## config.mk

```make
export PLATFORM = sky130hd
export DESIGN_NAME = vga_frame_swap_ctrl
export DESIGN_NICKNAME = d
export VERILOG_FILES = /design/src/rtl/vga_frame_swap_pkg.sv /design/src/rtl/vga_rdata_sel_pipe.sv /design/src/rtl/vga_frame_swap_ctrl.sv
export SDC_FILE = /design/constraint.sdc
export NUM_CORES = 1
export LEC_CHECK = 0
export BUFFER_PORTS_ARGS = -buffer_cell sky130_fd_sc_hd__buf_4
export CAP_MARGIN = 20
export CORE_AREA = 4 4 151 153
export DETAILED_ROUTE_END_ITERATION = 10
export DIE_AREA = 0 0 155 157
export PLACE_DENSITY = 0.51
export REMOVE_ABC_BUFFERS = 1
export SYNTH_ARGS = -nofsm -noshare
export SYNTH_HDL_FRONTEND = slang
export SYNTH_SLANG_ARGS = --single-unit
export TNS_END_PERCENT = 20
```

## constraint.sdc

```tcl
create_clock -name vga_clk -period 2.55 [get_ports vga_clk]
set_input_delay 0.255 -clock vga_clk [delete_from_list [all_inputs] [get_ports vga_clk]]
set_output_delay 0.255 -clock vga_clk [all_outputs]
set_load 0.01 [all_outputs]
```

## src/rtl/vga_frame_swap_pkg.sv

```systemverilog
// Shared types and limits for the VGA ping-pong framebuffer swap controller.
package vga_frame_swap_pkg;

  typedef enum logic [1:0] {
    ST_FREE    = 2'd0,
    ST_PENDING = 2'd1,
    ST_SWAP    = 2'd2
  } swap_state_t;

  localparam int MAX_RD_LATENCY = 3;

endpackage

```

## src/rtl/vga_rdata_sel_pipe.sv

```systemverilog
// Delays front_sel by the BRAM read latency so returning read data is steered
// by the buffer that was front when the read was issued.
module vga_rdata_sel_pipe #(
  parameter int RD_LATENCY = 1
) (
  input  logic vga_clk,
  input  logic rst_n,
  input  logic sel_in,
  output logic sel_out
);

  logic [RD_LATENCY-1:0] sel_q;
  logic [RD_LATENCY-1:0] sel_d;

  always_comb begin
    sel_d    = sel_q;
    sel_d[0] = sel_in;
    for (int i = 1; i < RD_LATENCY; i++) begin
      sel_d[i] = sel_q[i-1];
    end
  end

  always_ff @(posedge vga_clk or negedge rst_n) begin
    if (!rst_n) begin
      sel_q <= '0;
    end else begin
      sel_q <= sel_d;
    end
  end

  assign sel_out = sel_q[RD_LATENCY-1];

endmodule

```

## src/rtl/vga_frame_swap_ctrl.sv

```systemverilog
// Ping-pong framebuffer controller: scan-out reads the front buffer, the writer
// fills the back buffer, swap at vblank. Stats counters under VGA_FRAME_SWAP_STATS_EN.
module vga_frame_swap_ctrl
  import vga_frame_swap_pkg::*;
#(
  parameter int ADDR_WIDTH = 32,
  parameter int DATA_WIDTH = 32,
  parameter int RD_LATENCY = 1,
  parameter int CNT_WIDTH  = 16
) (
  input  logic                  vga_clk,
  input  logic                  rst_n,
  input  logic                  vblank_start,
  input  logic                  frame_done,
  output logic                  vga_ready,
  output logic                  front_sel,
  input  logic [ADDR_WIDTH-1:0] vga_raddr,
  input  logic                  vga_rden,
  output logic [DATA_WIDTH-1:0] vga_rdata,
  input  logic [ADDR_WIDTH-1:0] wr_addr,
  input  logic                  wr_en,
  input  logic [DATA_WIDTH-1:0] wr_data,
  output logic [ADDR_WIDTH-1:0] buf0_raddr,
  output logic [ADDR_WIDTH-1:0] buf1_raddr,
  output logic                  buf0_rden,
  output logic                  buf1_rden,
  input  logic [DATA_WIDTH-1:0] buf0_rdata,
  input  logic [DATA_WIDTH-1:0] buf1_rdata,
  output logic [ADDR_WIDTH-1:0] buf0_waddr,
  output logic [ADDR_WIDTH-1:0] buf1_waddr,
  output logic                  buf0_wen,
  output logic                  buf1_wen,
  output logic [DATA_WIDTH-1:0] buf0_wdata,
  output logic [DATA_WIDTH-1:0] buf1_wdata
`ifdef VGA_FRAME_SWAP_STATS_EN
  ,
  output logic [CNT_WIDTH-1:0]  swap_count,
  output logic [CNT_WIDTH-1:0]  repeat_count
`endif
);

  if (RD_LATENCY < 1 || RD_LATENCY > MAX_RD_LATENCY || CNT_WIDTH < 1) begin : g_bad_param
    $error("vga_frame_swap_ctrl: RD_LATENCY must be 1..3 and CNT_WIDTH >= 1");
  end

  swap_state_t           state_q, state_d;
  logic                  front_sel_q, front_sel_d;
  logic                  vga_ready_q, vga_ready_d;
  logic                  buf0_wen_q, buf0_wen_d;
  logic                  buf1_wen_q, buf1_wen_d;
  logic [ADDR_WIDTH-1:0] waddr_q, waddr_d;
  logic [DATA_WIDTH-1:0] wdata_q, wdata_d;
  logic                  wr_accept;
  logic                  rd_sel;

  // The swap itself happens on leaving ST_SWAP, one cycle after the vblank
  // that was seen in ST_PENDING, so the last registered write has landed.
  always_comb begin
    state_d     = state_q;
    front_sel_d = front_sel_q;
    unique case (state_q)
      ST_FREE:    if (frame_done)   state_d = ST_PENDING;
      ST_PENDING: if (vblank_start) state_d = ST_SWAP;
      ST_SWAP: begin
        state_d     = ST_FREE;
        front_sel_d = ~front_sel_q;
      end
      default:    state_d = ST_FREE;
    endcase
    vga_ready_d = (state_d == ST_FREE);
  end

  always_comb begin
    wr_accept  = wr_en && vga_ready_q;
    buf0_wen_d = wr_accept && front_sel_q;
    buf1_wen_d = wr_accept && !front_sel_q;
    waddr_d    = wr_accept ? wr_addr : waddr_q;
    wdata_d    = wr_accept ? wr_data : wdata_q;
  end

  always_ff @(posedge vga_clk or negedge rst_n) begin
    if (!rst_n) begin
      state_q     <= ST_FREE;
      front_sel_q <= 1'b0;
      vga_ready_q <= 1'b1;
      buf0_wen_q  <= 1'b0;
      buf1_wen_q  <= 1'b0;
      waddr_q     <= '0;
      wdata_q     <= '0;
    end else begin
      state_q     <= state_d;
      front_sel_q <= front_sel_d;
      vga_ready_q <= vga_ready_d;
      buf0_wen_q  <= buf0_wen_d;
      buf1_wen_q  <= buf1_wen_d;
      waddr_q     <= waddr_d;
      wdata_q     <= wdata_d;
    end
  end

  vga_rdata_sel_pipe #(
    .RD_LATENCY (RD_LATENCY)
  ) u_sel_pipe (
    .vga_clk (vga_clk),
    .rst_n   (rst_n),
    .sel_in  (front_sel_q),
    .sel_out (rd_sel)
  );

  assign front_sel  = front_sel_q;
  assign vga_ready  = vga_ready_q;
  assign buf0_raddr = vga_raddr;
  assign buf1_raddr = vga_raddr;
  assign buf0_rden  = vga_rden && !front_sel_q;
  assign buf1_rden  = vga_rden && front_sel_q;
  assign vga_rdata  = rd_sel ? buf1_rdata : buf0_rdata;
  assign buf0_wen   = buf0_wen_q;
  assign buf1_wen   = buf1_wen_q;
  assign buf0_waddr = waddr_q;
  assign buf1_waddr = waddr_q;
  assign buf0_wdata = wdata_q;
  assign buf1_wdata = wdata_q;

`ifdef VGA_FRAME_SWAP_STATS_EN
  logic [CNT_WIDTH-1:0] swap_count_q, swap_count_d;
  logic [CNT_WIDTH-1:0] repeat_count_q, repeat_count_d;

  always_comb begin
    swap_count_d   = swap_count_q;
    repeat_count_d = repeat_count_q;
    if (state_q == ST_PENDING && vblank_start) swap_count_d = swap_count_q + 1'b1;
    if (state_q == ST_FREE && vblank_start)    repeat_count_d = repeat_count_q + 1'b1;
  end

  always_ff @(posedge vga_clk or negedge rst_n) begin
    if (!rst_n) begin
      swap_count_q   <= '0;
      repeat_count_q <= '0;
    end else begin
      swap_count_q   <= swap_count_d;
      repeat_count_q <= repeat_count_d;
    end
  end

  assign swap_count   = swap_count_q;
  assign repeat_count = repeat_count_q;
`endif

endmodule

```

==> results of run 1 <==
## synth_stat cells
cell	count	area (sq um)
o21bai_1	1	7.510
and2_1	1	6.260
a21oi_1	1	5.000
nor2b_1	1	6.260
buf_2	1	5.000
clkbuf_1	1	3.750
mux2_4	49	735.7
xnor2_1	1	8.760
dfstp_2	1	26.28
buf_6	6	67.56
and3_1	1	6.260
mux2_2	45	506.7
nand2_1	2	7.510
mux2_1	2	22.52
nand2b_1	1	6.260
buf_4	131	983.4
nor2_1	2	7.510
dfrtp_1	70	1752
## path summary, 6_finish.rpt
kind / from / slack, ns / to
worst max-delay path: u_sel_pipe.sel_out$_DFF_PN0_ / 0.72 / vga_rdata[1]
worst min-delay path: rst_n / 0.06 / buf0_waddr[20]$_DFFE_PN0P_
worst max register to register: vga_ready$_DFF_PN1_ / 0.91 / buf0_waddr[8]$_DFFE_PN0P_
worst min register to register: state_q[1]$_DFF_PN0_ / 0.47 / state_q[1]$_DFF_PN0_
max in group asynchronous: rst_n / 1.88 / buf1_wen$_DFF_PN0_
min in group vga_clk: vblank_start / 0.10 / state_q[0]$_DFF_PN0_
## power by group
part           switching (mW)  internal (mW)  leakage, nW
combinational            1.54           2.46         2.12
clock                   0.468          0.674        0.131
sequential              0.526           1.70        0.832
total                    2.53           4.83         3.08
## cell families after synthesis
logic type      share of synthesized area (%)
flops                                   42.70
buf+inv                                 25.45
simple gates                           0.9621
mux                                     30.38
compound gates                         0.3004
xor+xnor                               0.2104
## worst reg2reg max path, delay by kind of cell, from the launching register on
kind | cells | cell delay, ns
buffers and inverters | 1 | 0.34
flip-flops | 1 | 0.56
multiplexers | 1 | 0.38
AND/OR/NAND/NOR | 1 | 0.25
## cell usage in the layout, fill, tap and decap left out, drive strengths merged, types with 2 or more instances in the layout
| master | Yosys | final |
|---|---|---|
| buf | 138 | 301 |
| nor2 | 2 | 2 |
| mux2 | 96 | 96 |
| clkinv | 0 | 3 |
| clkbuf | 1 | 11 |
| nand2 | 2 | 2 |
| dfrtp | 70 | 70 |
## registers in the layout (all words and copies together) (netlist names)
name,count
buf0_waddr,32
state_q,2
vga_ready,1
buf1_wen,1
buf0_wdata,32
u_sel_pipe.sel_out,1
buf0_wen,1
front_sel,1
## metal layers
layer | share of wire [%] | vias up | GRT usage (%)
met4 | 1.6 | 2 | 4.289
met5 | 0.38 | - | 2.778
met3 | 19 | 21 | 8.524
met1 | 35 | 1353 | 11.37
li1 | - | 1269 | -
met2 | 44 | 287 | 16.24
## per-stage QoR
stage               worst slack, ns  utilization [%]  TNS, ns  cells
finish                       0.7198            27.84        0    774
global route                 0.6477            27.84        0    774
CTS                          0.6741            27.84        0    774
detailed placement           0.8808            26.61        0    759
global placement             0.9046            26.61        0    759
floorplan                   -0.4664                -   -29.55    178
## cell type report
type / instances / area share (%)
Tap cell: 280 / 5.839
Sequential cell: 71 / 29.64
Clock buffer: 11 / 4.046
Timing Repair Buffer: 301 / 37.87
Clock inverter: 4 / 0.3754
Multi-Input combinational cell: 107 / 22.23
==> metrics.txt, run 1 <==
# TYPE chip_impl_metric gauge
chip_impl_info{name="status",value="finished clean"} 1
chip_impl_metric{name="detailed_place_hpwl",unit="um"} 11450
chip_impl_metric{name="setup_viol_count_final",unit=""} 0
chip_impl_metric{name="worstPathBufferInverterCount",unit=""} 2
chip_impl_metric{name="post_route_cells_drive_above_1_share",unit="%"} 83.20
chip_impl_metric{name="ant_nets",unit=""} 0
chip_impl_metric{name="die_area",unit="sq um"} 24340
chip_impl_info{name="critical-path-top-cell-by-count",value="buf_4"} 1
chip_impl_metric{name="leakage",unit="nW"} 3.082
chip_impl_metric{name="register_area",unit="sq um"} 1778
chip_impl_metric{name="placeableCoreArea",unit="sq um"} 21550
chip_impl_metric{name="r2r.worst_path.cells",unit=""} 3
chip_impl_metric{name="total_clock_buffers_created_by_cts",unit=""} 9
chip_impl_metric{name="postCtsHoldBufs",unit=""} 0
chip_impl_info{name="cts_root_buf",value="clkbuf_16"} 1
chip_impl_metric{name="num_rows",unit=""} 54
chip_impl_metric{name="grtUsageTotal",unit="%"} 10.90
chip_impl_metric{name="min_period",unit="ns"} 1.830
chip_impl_metric{name="routabilityCongestion",unit=""} 0.9382
chip_impl_metric{name="i_o_pin_count",unit=""} 396
chip_impl_metric{name="fin_area",unit="sq um"} 6000
chip_impl_metric{name="synth-warning-count",unit=""} 0
chip_impl_metric{name="die_height",unit="um"} 157
chip_impl_info{name="cp_slowest_cell",value="mux2_2"} 1
chip_impl_metric{name="wirelength",unit="um"} 14120
chip_impl_metric{name="placed_cell_area",unit="sq um"} 5734
chip_impl_info{name="cp-start-kind",value="flip-flop"} 1
chip_impl_metric{name="syn_area",unit="sq um"} 4164
chip_impl_metric{name="final_min_period_over_clock_period",unit="%"} 71.77
chip_impl_metric{name="clock_tree.buffer_depth",unit=""} 2
chip_impl_info{name="hp-class",value="in2async"} 1
chip_impl_metric{name="crit_cells",unit=""} 3
chip_impl_metric{name="irDropWorstVdd",unit="mV"} 0.5336
chip_impl_metric{name="grt-ovfl-total",unit=""} 0
chip_impl_metric{name="yosys_register_bits",unit=""} 71
chip_impl_metric{name="num_antenna_cells",unit=""} 0
chip_impl_metric{name="seq_area_frac_synth",unit="%"} 42.70
chip_impl_info{name="path_cells",value="buf_4, mux2_2, buf_4"} 1
chip_impl_metric{name="final-hold-violation-count",unit=""} 0
chip_impl_metric{name="worst_hold_slack_across_all_endpoints",unit="ns"} 0.05660
chip_impl_metric{name="cp_data_arrival_time",unit="ns"} 1.58
chip_impl_info{name="rsz0062_at_grt",value="false"} 1
chip_impl_info{name="crit_type",value="reg2out"} 1
chip_impl_metric{name="power.density_cell_area",unit="nW/um^2"} 1227
chip_impl_metric{name="grt_start_max_net_pins",unit=""} 72
chip_impl_metric{name="total_setup_buffers_inserted_after_cts",unit=""} 0
chip_impl_metric{name="drc",unit=""} 0
chip_impl_info{name="worst_path_dominant_cell_family",value="buffers and inverters"} 1
chip_impl_metric{name="clk_transition_reported_paths",unit="ns"} 0.05
chip_impl_metric{name="detailedRoute.firstIterationViolations",unit=""} 88
chip_impl_metric{name="vias_per_cell",unit=""} 3.788
chip_impl_metric{name="io_port_bufs",unit=""} 299
chip_impl_info{name="critPathCaptureType",value="output port"} 1
chip_impl_metric{name="route.vias.total",unit=""} 2932
chip_impl_metric{name="synth_area_per_cell",unit="sq um"} 13.14
chip_impl_metric{name="critical_path_peak_fanout",unit=""} 32
chip_impl_metric{name="postCtsResizedCells",unit=""} 0
chip_impl_metric{name="first_global_vias",unit=""} 3233
chip_impl_metric{name="cts_num_sinks",unit=""} 71
chip_impl_metric{name="number_of_antenna_violations_at_the_first_check_in_global_routing",unit=""} 0
chip_impl_metric{name="worst_skew_pair.late_latency",unit="ns"} 0.33
chip_impl_metric{name="ctsHtreeMaxLevel",unit=""} 3
chip_impl_metric{name="routed_wire_length_per_instance",unit="um"} 18.24
chip_impl_metric{name="fin_skew",unit="ns"} 0.002426
chip_impl_metric{name="fp.dieW",unit="um"} 155
chip_impl_info{name="tritoncts",value="built"} 1
chip_impl_metric{name="critical_path.max_stage_delay",unit="ns"} 0.41
chip_impl_metric{name="nets",unit=""} 656
chip_impl_metric{name="layout.filler_cells",unit=""} 2220
chip_impl_metric{name="netlist-cell-type-count",unit=""} 18
chip_impl_metric{name="post-layout-total-power",unit="mW"} 7.360
chip_impl_metric{name="tightestPinTransition",unit="ns"} 0.9259
chip_impl_metric{name="detailedRoute.firstPassIterationCount",unit=""} 4
chip_impl_metric{name="max_slew_margin",unit="%"} 38.27
chip_impl_metric{name="worst-endpoint-required",unit="ns"} 2.30
chip_impl_metric{name="initial_util",unit="%"} 19.32
chip_impl_metric{name="syn_inst",unit=""} 317
chip_impl_metric{name="timing.max_cap.violations",unit=""} 0
chip_impl_metric{name="area_delta_synth_final",unit="%"} 44.08
chip_impl_metric{name="max_clock_freq",unit="MHz"} 546.4
chip_impl_metric{name="multiInputGateArea",unit="sq um"} 1334
chip_impl_metric{name="first_pass_grt_wire_length",unit="um"} 19430
chip_impl_metric{name="final-max-slew-violation-count",unit=""} 0
No activity file was read; power rests on OpenSTA's default activity.
==> run 2: changes to the inputs <==
--- a/config.mk
+++ b/config.mk
@@ -7,9 +7,9 @@
 export LEC_CHECK = 0
 export BUFFER_PORTS_ARGS = -buffer_cell sky130_fd_sc_hd__buf_4
 export CAP_MARGIN = 20
-export CORE_AREA = 4 4 151 153
+export CORE_AREA = 4 4 152 154
 export DETAILED_ROUTE_END_ITERATION = 10
-export DIE_AREA = 0 0 155 157
+export DIE_AREA = 0 0 156 158
 export PLACE_DENSITY = 0.51
 export REMOVE_ABC_BUFFERS = 1
 export SYNTH_ARGS = -nofsm -noshare
==> constraint.sdc (replaced) <==
create_clock -name vga_clk -period 1.9 [get_ports vga_clk]
set_input_delay 0.19 -clock vga_clk [delete_from_list [all_inputs] [get_ports vga_clk]]
set_output_delay 0.19 -clock vga_clk [all_outputs]
set_load 0.01 [all_outputs]
==> metrics.txt, run 2 (same netlist as run 1, synthesis figures left out) <==
# TYPE chip_impl_metric gauge
chip_impl_metric{name="critical_path_peak_fanout",unit=""} 32
chip_impl_metric{name="routabilityCongestion",unit=""} 0.8354
chip_impl_info{name="min_from",value="vblank_start"} 1
chip_impl_info{name="critPathCaptureType",value="output port"} 1
chip_impl_metric{name="placeableCoreArea",unit="sq um"} 21690
chip_impl_metric{name="detailedRoute.firstIterationViolations",unit=""} 65
chip_impl_info{name="cp-start-kind",value="flip-flop"} 1
chip_impl_metric{name="route.vias.total",unit=""} 2954
chip_impl_metric{name="fin_skew",unit="ns"} 0.005382
chip_impl_metric{name="final-hold-violation-count",unit=""} 0
chip_impl_metric{name="ant_nets",unit=""} 0
chip_impl_metric{name="vias_per_cell",unit=""} 3.797
chip_impl_metric{name="io_port_bufs",unit=""} 299
chip_impl_metric{name="reg2reg_slack",unit="ns"} 0.55
chip_impl_metric{name="die_area",unit="sq um"} 24650
chip_impl_metric{name="nets",unit=""} 659
chip_impl_metric{name="power.internal",unit="mW"} 6.644
chip_impl_metric{name="tightestPinTransition",unit="ns"} 0.4776
chip_impl_info{name="worst_path_dominant_cell_family",value="buffers and inverters"} 1
chip_impl_metric{name="cp_data_arrival_time",unit="ns"} 1.55
chip_impl_metric{name="ctsHtreeMaxLevel",unit=""} 3
chip_impl_metric{name="share_of_power_burned_in_registers",unit="%"} 29.5
chip_impl_metric{name="worstPathBufferInverterCount",unit=""} 2
chip_impl_metric{name="grtUsageTotal",unit="%"} 10.63
chip_impl_metric{name="worst_hold_path.num_cells",unit=""} 2
chip_impl_metric{name="placed_cells_incl_taps",unit=""} 761
chip_impl_metric{name="pwr-share-comb",unit="%"} 53.4
chip_impl_metric{name="drc",unit=""} 0
chip_impl_info{name="path_cells",value="buf_4, mux2_2, buf_4"} 1
chip_impl_metric{name="preCtsSetupSlack",unit="ns"} 0.4999
chip_impl_info{name="cts_root_buf",value="clkbuf_16"} 1
chip_impl_metric{name="post_route_cells_drive_above_1_share",unit="%"} 83.33
chip_impl_info{name="regToRegStartpoint",value="vga_ready$_DFF_PN1_"} 1
chip_impl_metric{name="number_of_antenna_violations_at_the_first_check_in_global_routing",unit=""} 0
chip_impl_metric{name="fin_area",unit="sq um"} 6083
chip_impl_metric{name="setup_viol_count_final",unit=""} 0
chip_impl_metric{name="cts_num_sinks",unit=""} 71
chip_impl_metric{name="final_min_period_over_clock_period",unit="%"} 91.41
chip_impl_metric{name="clk_transition_reported_paths",unit="ns"} 0.06
chip_impl_metric{name="irDropWorstVdd",unit="mV"} 0.6658
chip_impl_info{name="hp-class",value="in2reg"} 1
chip_impl_metric{name="leakage",unit="nW"} 3.119
chip_impl_metric{name="initial_util",unit="%"} 19.20
chip_impl_metric{name="r2r.worst_path.cells",unit=""} 3
chip_impl_metric{name="detailedRoute.firstPassIterationCount",unit=""} 4
chip_impl_metric{name="final_core_utilization",unit="%"} 28.05
chip_impl_metric{name="grt-ovfl-total",unit=""} 0
chip_impl_metric{name="num_antenna_cells",unit=""} 0
chip_impl_metric{name="routed_wire_length_per_instance",unit="um"} 18.24
chip_impl_metric{name="fp.dieW",unit="um"} 156
chip_impl_info{name="layout_common_cells",value="300 x buf_4, 70 x dfrtp_1, 49 x mux2_4"} 1
chip_impl_metric{name="max_slew_margin",unit="%"} 68.16
chip_impl_metric{name="p_sw_share",unit="%"} 34.02
chip_impl_metric{name="total_clock_buffers_created_by_cts",unit=""} 9
chip_impl_metric{name="wirelength",unit="um"} 14190
chip_impl_metric{name="setup-tns-final",unit="ns"} 0
chip_impl_info{name="reg2reg_to",value="buf0_wdata[28]$_DFFE_PN0P_"} 1
chip_impl_info{name="final_common_cell",value="buf_4"} 1
chip_impl_metric{name="total_switching_power",unit="mW"} 3.426
chip_impl_metric{name="power.density_cell_area",unit="nW/um^2"} 1655
chip_impl_info{name="cp_slowest_cell",value="mux2_2"} 1
chip_impl_metric{name="placed_cell_area",unit="sq um"} 5774
chip_impl_metric{name="worst-endpoint-required",unit="ns"} 1.71
chip_impl_metric{name="worst_skew_pair.late_latency",unit="ns"} 0.34
chip_impl_info{name="rsz0062_at_grt",value="false"} 1
chip_impl_metric{name="area_delta_synth_final",unit="%"} 46.09
chip_impl_metric{name="worst_hold_slack_across_all_endpoints",unit="ns"} 0.04096
chip_impl_metric{name="critical_path.max_stage_delay",unit="ns"} 0.39
chip_impl_metric{name="post_route_non_filler_standard_cell_count",unit=""} 778
chip_impl_info{name="tritoncts",value="built"} 1
chip_impl_info{name="status",value="finished clean"} 1
chip_impl_info{name="crit_type",value="reg2out"} 1
chip_impl_metric{name="clock_tree.buffer_depth",unit=""} 2
chip_impl_metric{name="final-max-slew-violation-count",unit=""} 0
chip_impl_metric{name="first_pass_grt_wire_length",unit="um"} 19130
chip_impl_metric{name="post-layout-total-power",unit="mW"} 10.07
chip_impl_metric{name="clockPowerShare",unit="%"} 17.1
chip_impl_info{name="critical-path-top-cell-by-count",value="buf_4"} 1
chip_impl_metric{name="timing.max_cap.violations",unit=""} 0
chip_impl_metric{name="max_clock_freq",unit="MHz"} 575.8
chip_impl_metric{name="num_rows",unit=""} 54
chip_impl_metric{name="grt_start_max_net_pins",unit=""} 44
chip_impl_metric{name="first_global_vias",unit=""} 3158
chip_impl_metric{name="worst_slack",unit="ns"} 0.1632
chip_impl_metric{name="detailed_place_hpwl",unit="um"} 11450
chip_impl_metric{name="i_o_pin_count",unit=""} 396
chip_impl_info{name="whs_endpoint",value="state_q[0]$_DFF_PN0_"} 1
chip_impl_metric{name="die_height",unit="um"} 158
chip_impl_metric{name="min_period",unit="ns"} 1.737
[run 2: final cells by class]
type	instances	area, sq um
clock buffer	10	239.0
clock inverter	6	60.06
fill	2222	15610
multi-input combinational	107	1334
sequential	71	1778
tap	280	350.3
timing repair buffer	304	2322
[run 2: worst reg2reg max path, cell delays in order, from the launching register on]
cell,delay [ns]
dfstp_2,0.57
nand2_4,0.08
buf_12,0.18
mux2_4,0.40
[run 2: worst max-delay path by stage]
stage                            startpoint                         end  slack, ns  cells past startpoint
2_1_floorplan           vga_ready$_DFF_PN1_  buf0_waddr[17]$_DFFE_PN0P_      -1.12                      2
3_3_place_gp   u_sel_pipe.sel_out$_DFF_PN0_               vga_rdata[20]       0.55                      3
3_5_place_dp   u_sel_pipe.sel_out$_DFF_PN0_               vga_rdata[22]       0.50                      3
4_1_cts        u_sel_pipe.sel_out$_DFF_PN0_               vga_rdata[21]       0.13                      3
5_1_grt        u_sel_pipe.sel_out$_DFF_PN0_               vga_rdata[31]       0.08                      3
6_report       u_sel_pipe.sel_out$_DFF_PN0_               vga_rdata[21]       0.16                      3
[run 2: repair_timing]
action | in CTS | in global routing
hold endpoints to repair | 34 | 0
hold buffers | 1 | 0
buffers inserted | 0 | 0
gates resized for setup | 0 | 0
[run 2: layer usage]
| layer | part of all wire, % | global-route usage [%] |
|---|---|---|
| met1 | 36 | 11.60 |
| met2 | 42 | 15.07 |
| met3 | 20 | 8.447 |
| met4 | 1.6 | 4.043 |
| met5 | 0.44 | 3.373 |
[run 2: power by group through the flow]
stage	sequential, mW	combinational [mW]	clock [mW]
after global routing	3.10	5.70	1.86
after global placement	2.96	5.47	0
final	2.97	5.38	1.72
after floorplan	3.65	1.67	0
after detailed placement	2.97	5.48	0
after CTS	2.99	5.47	1.81
==> run 3: changes to the inputs <==
--- a/config.mk
+++ b/config.mk
@@ -5,12 +5,12 @@
 export SDC_FILE = /design/constraint.sdc
 export NUM_CORES = 1
 export LEC_CHECK = 0
+export ABC_AREA = 1
 export BUFFER_PORTS_ARGS = -buffer_cell sky130_fd_sc_hd__buf_4
-export CAP_MARGIN = 20
-export CORE_AREA = 4 4 152 154
+export CORE_AREA = 4 4 153 155
 export DETAILED_ROUTE_END_ITERATION = 10
-export DIE_AREA = 0 0 156 158
-export PLACE_DENSITY = 0.51
+export DIE_AREA = 0 0 157 159
+export PLACE_DENSITY = 0.5
 export REMOVE_ABC_BUFFERS = 1
 export SYNTH_ARGS = -nofsm -noshare
 export SYNTH_HDL_FRONTEND = slang
==> metrics.txt, run 3 <==
# TYPE chip_impl_metric gauge
chip_impl_metric{name="clk_transition_reported_paths",unit="ns"} 0.05
chip_impl_metric{name="cts_num_sinks",unit=""} 71
chip_impl_metric{name="die_height",unit="um"} 159
chip_impl_metric{name="nets",unit=""} 863
chip_impl_info{name="final_common_cell",value="buf_4"} 1
chip_impl_metric{name="placeableCoreArea",unit="sq um"} 21820
chip_impl_metric{name="grt-ovfl-total",unit=""} 0
chip_impl_metric{name="p_sw_share",unit="%"} 38.74
chip_impl_metric{name="final_core_utilization",unit="%"} 27.65
chip_impl_metric{name="max_clock_freq",unit="MHz"} 643.3
chip_impl_metric{name="first_pass_grt_wire_length",unit="um"} 24130
chip_impl_metric{name="irDropWorstVdd",unit="mV"} 0.5214
chip_impl_metric{name="final-max-slew-violation-count",unit=""} 0
chip_impl_metric{name="route.vias.total",unit=""} 3913
chip_impl_metric{name="final-hold-violation-count",unit=""} 0
chip_impl_info{name="layout_common_cells",value="303 x buf_4, 165 x nand2_1, 70 x dfrtp_1"} 1
chip_impl_metric{name="pwr-share-comb",unit="%"} 50.2
chip_impl_metric{name="io_port_bufs",unit=""} 299
chip_impl_info{name="hp-class",value="in2reg"} 1
chip_impl_metric{name="netlist-cell-type-count",unit=""} 13
chip_impl_metric{name="setup-tns-final",unit="ns"} 0
chip_impl_info{name="crit_type",value="reg2out"} 1
chip_impl_metric{name="min_period",unit="ns"} 1.555
chip_impl_metric{name="ant_nets",unit=""} 0
chip_impl_metric{name="worst_hold_slack_across_all_endpoints",unit="ns"} 0.05324
chip_impl_metric{name="fin_skew",unit="ns"} 0.005983
chip_impl_metric{name="tightestPinTransition",unit="ns"} 0.4257
chip_impl_metric{name="syn_inst",unit=""} 535
chip_impl_metric{name="num_antenna_cells",unit=""} 0
chip_impl_info{name="synthTopCellsByCount",value="166 x nand2_1, 131 x buf_4, 70 x dfrtp_1"} 1
chip_impl_metric{name="placed_cell_area",unit="sq um"} 5748
chip_impl_info{name="path_cells",value="buf_4, buf_4"} 1
chip_impl_metric{name="first_global_vias",unit=""} 3967
chip_impl_metric{name="num_rows",unit=""} 54
chip_impl_info{name="critPathCaptureType",value="output port"} 1
chip_impl_metric{name="cp_data_arrival_time",unit="ns"} 1.36
chip_impl_metric{name="power.internal",unit="mW"} 5.152
chip_impl_metric{name="synth_area_per_cell",unit="sq um"} 7.837
chip_impl_metric{name="seq_area_frac_synth",unit="%"} 42.41
chip_impl_metric{name="clockPowerShare",unit="%"} 18.6
chip_impl_metric{name="worst-endpoint-required",unit="ns"} 1.71
chip_impl_metric{name="grt_start_max_net_pins",unit=""} 65
chip_impl_metric{name="routabilityCongestion",unit=""} 0.6840
chip_impl_metric{name="routed_wire_length_per_instance",unit="um"} 17.20
chip_impl_info{name="tritoncts",value="built"} 1
chip_impl_metric{name="timing.max_cap.violations",unit=""} 0
chip_impl_metric{name="initial_util",unit="%"} 19.21
chip_impl_metric{name="worstPathBufferInverterCount",unit=""} 2
chip_impl_info{name="worst_path_dominant_cell_family",value="flip-flops"} 1
chip_impl_metric{name="syn_area",unit="sq um"} 4193
chip_impl_info{name="synthDominantAreaCellType",value="dfrtp_1"} 1
chip_impl_metric{name="grtUsageTotal",unit="%"} 12.71
chip_impl_metric{name="r2r.worst_path.cells",unit=""} 3
chip_impl_info{name="cts_root_buf",value="clkbuf_16"} 1
chip_impl_info{name="cp-start-kind",value="flip-flop"} 1
chip_impl_metric{name="worst_skew_pair.late_latency",unit="ns"} 0.33
chip_impl_metric{name="detailedRoute.firstIterationViolations",unit=""} 197
chip_impl_metric{name="synth-warning-count",unit=""} 0
chip_impl_metric{name="total_setup_buffers_inserted_after_cts",unit=""} 0
chip_impl_metric{name="detailed_place_hpwl",unit="um"} 13440
chip_impl_info{name="dominantRegCellSynth",value="dfrtp_1"} 1
chip_impl_metric{name="post_route_cells_drive_above_1_share",unit="%"} 46.15
chip_impl_metric{name="final_min_period_over_clock_period",unit="%"} 81.82
chip_impl_metric{name="wirelength",unit="um"} 16890
chip_impl_info{name="rsz0062_at_grt",value="false"} 1
chip_impl_info{name="critical-path-top-cell-by-count",value="buf_4"} 1
chip_impl_metric{name="critical_path_peak_fanout",unit=""} 27
chip_impl_info{name="cp_slowest_cell",value="dfstp_2"} 1
chip_impl_metric{name="worst_hold_path.num_cells",unit=""} 2
chip_impl_metric{name="fin_area",unit="sq um"} 6033
chip_impl_metric{name="fp.dieW",unit="um"} 157
chip_impl_metric{name="clock_tree.buffer_depth",unit=""} 2
chip_impl_metric{name="max_slew_margin",unit="%"} 71.62
chip_impl_metric{name="total_switching_power",unit="mW"} 3.258
chip_impl_metric{name="crit_cells",unit=""} 2
chip_impl_metric{name="total_clock_buffers_created_by_cts",unit=""} 9
chip_impl_metric{name="power.density_cell_area",unit="nW/um^2"} 1394
chip_impl_info{name="yosys.cell_count.top_type",value="nand2_1"} 1
chip_impl_metric{name="detailedRoute.firstPassIterationCount",unit=""} 6
chip_impl_metric{name="synth_enable_flop_cells",unit=""} 0
chip_impl_metric{name="leakage",unit="nW"} 3.405
chip_impl_metric{name="i_o_pin_count",unit=""} 396
chip_impl_metric{name="area_delta_synth_final",unit="%"} 43.90
chip_impl_info{name="synth_area_leaders",value="dfrtp_1 42%, buf_4 23%, nand2_1 15%"} 1
chip_impl_metric{name="asyncSetResetFlopFracSynth",unit="%"} 100.0
chip_impl_metric{name="setup_viol_count_final",unit=""} 0
chip_impl_metric{name="share_of_power_burned_in_registers",unit="%"} 31.2
chip_impl_metric{name="synth_top_cell_area_share",unit="%"} 41.78
chip_impl_info{name="status",value="finished clean"} 1
chip_impl_metric{name="vias_per_cell",unit=""} 3.985
chip_impl_metric{name="critical_path.max_stage_delay",unit="ns"} 0.54
chip_impl_metric{name="die_area",unit="sq um"} 24960
chip_impl_metric{name="ctsHtreeMaxLevel",unit=""} 3
chip_impl_metric{name="yosys_register_bits",unit=""} 71
chip_impl_metric{name="number_of_antenna_violations_at_the_first_check_in_global_routing",unit=""} 0
chip_impl_metric{name="drc",unit=""} 0
==> run 3: cell type report <==
type,instances,area (sq um)
timing repair buffer,307,2345
tap,280,350.3
fill,2383,15790
clock buffer,10,239.0
inverter,38,142.6
sequential,71,1778
multi-input combinational,270,1142
clock inverter,6,36.28
==> run 3: timing repair <==
action | in CTS | in global routing
resized for setup | 0 | 0
hold buffers | 1 | 0
endpoints found under the hold margin | 25 | 0
endpoints found under the setup margin | 0 | 0
==> run 3: final timing paths <==
kind	from	to	slack [ns]
max in group asynchronous	rst_n	buf0_waddr[8]$_DFFE_PN0P_	0.97
setup / recovery	vga_ready$_DFF_PN1_	vga_ready	0.35
setup reg to reg	vga_ready$_DFF_PN1_	buf0_wdata[14]$_DFFE_PN0P_	0.66
hold / removal	frame_done	vga_ready$_DFF_PN1_	0.05
hold reg to reg	state_q[0]$_DFF_PN0_	vga_ready$_DFF_PN1_	0.46
min in group asynchronous	rst_n	buf0_wdata[10]$_DFFE_PN0P_	0.33
==> run 3: cell families (layout without fill, tap and decap cells) <==
family          count (synthesis)  count (layout)  share of synthesized area (%)
compound gates                 33              33                          3.939
buf+inv                       194             361                          30.41
flops                          71              71                          42.41
simple gates                  237             237                          23.25
==> run 3: routing by layer <==
| layer | vias up | global-route usage (%) | share of wire [%] |
|---|---|---|---|
| met4 | 4 | 2.643 | 0.96 |
| met3 | 16 | 9.160 | 17 |
| li1 | 1841 | - | - |
| met5 | - | 3.175 | 0.61 |
| met1 | 1756 | 15.54 | 40 |
| met2 | 296 | 17.90 | 41 |
==> run 3: power groups by stage <==
stage          Sequential (mW)  Combinational [mW]  Clock (mW)
5_1_grt                   2.73                4.63        1.71
3_5_place_dp              2.64                4.33           0
6_report                  2.62                4.22        1.56
4_1_cts                   2.64                4.32        1.64
2_1_floorplan             3.22               0.872           0
3_3_place_gp              2.64                4.30           0
==> run 3: worst register-to-register path, stage by stage, from the launching register on <==
cell and delay, ns:
dfstp_2 0.54, buf_4 0.37, nand3_1 0.18, nand2_1 0.09
==> run 3: stage by stage <==
| step | setup WS (ns) | instances | total power [mW] |
|---|---|---|---|
| after CTS | 0.3182 | 982 | 8.599 |
| after floorplan | -0.6012 | 379 | 4.091 |
| final | 0.3455 | 982 | 8.411 |
| after detailed placement | 0.6197 | 965 | 6.969 |
| after global routing | 0.2547 | 982 | 9.067 |
| after global placement | 0.6501 | 965 | 6.938 |
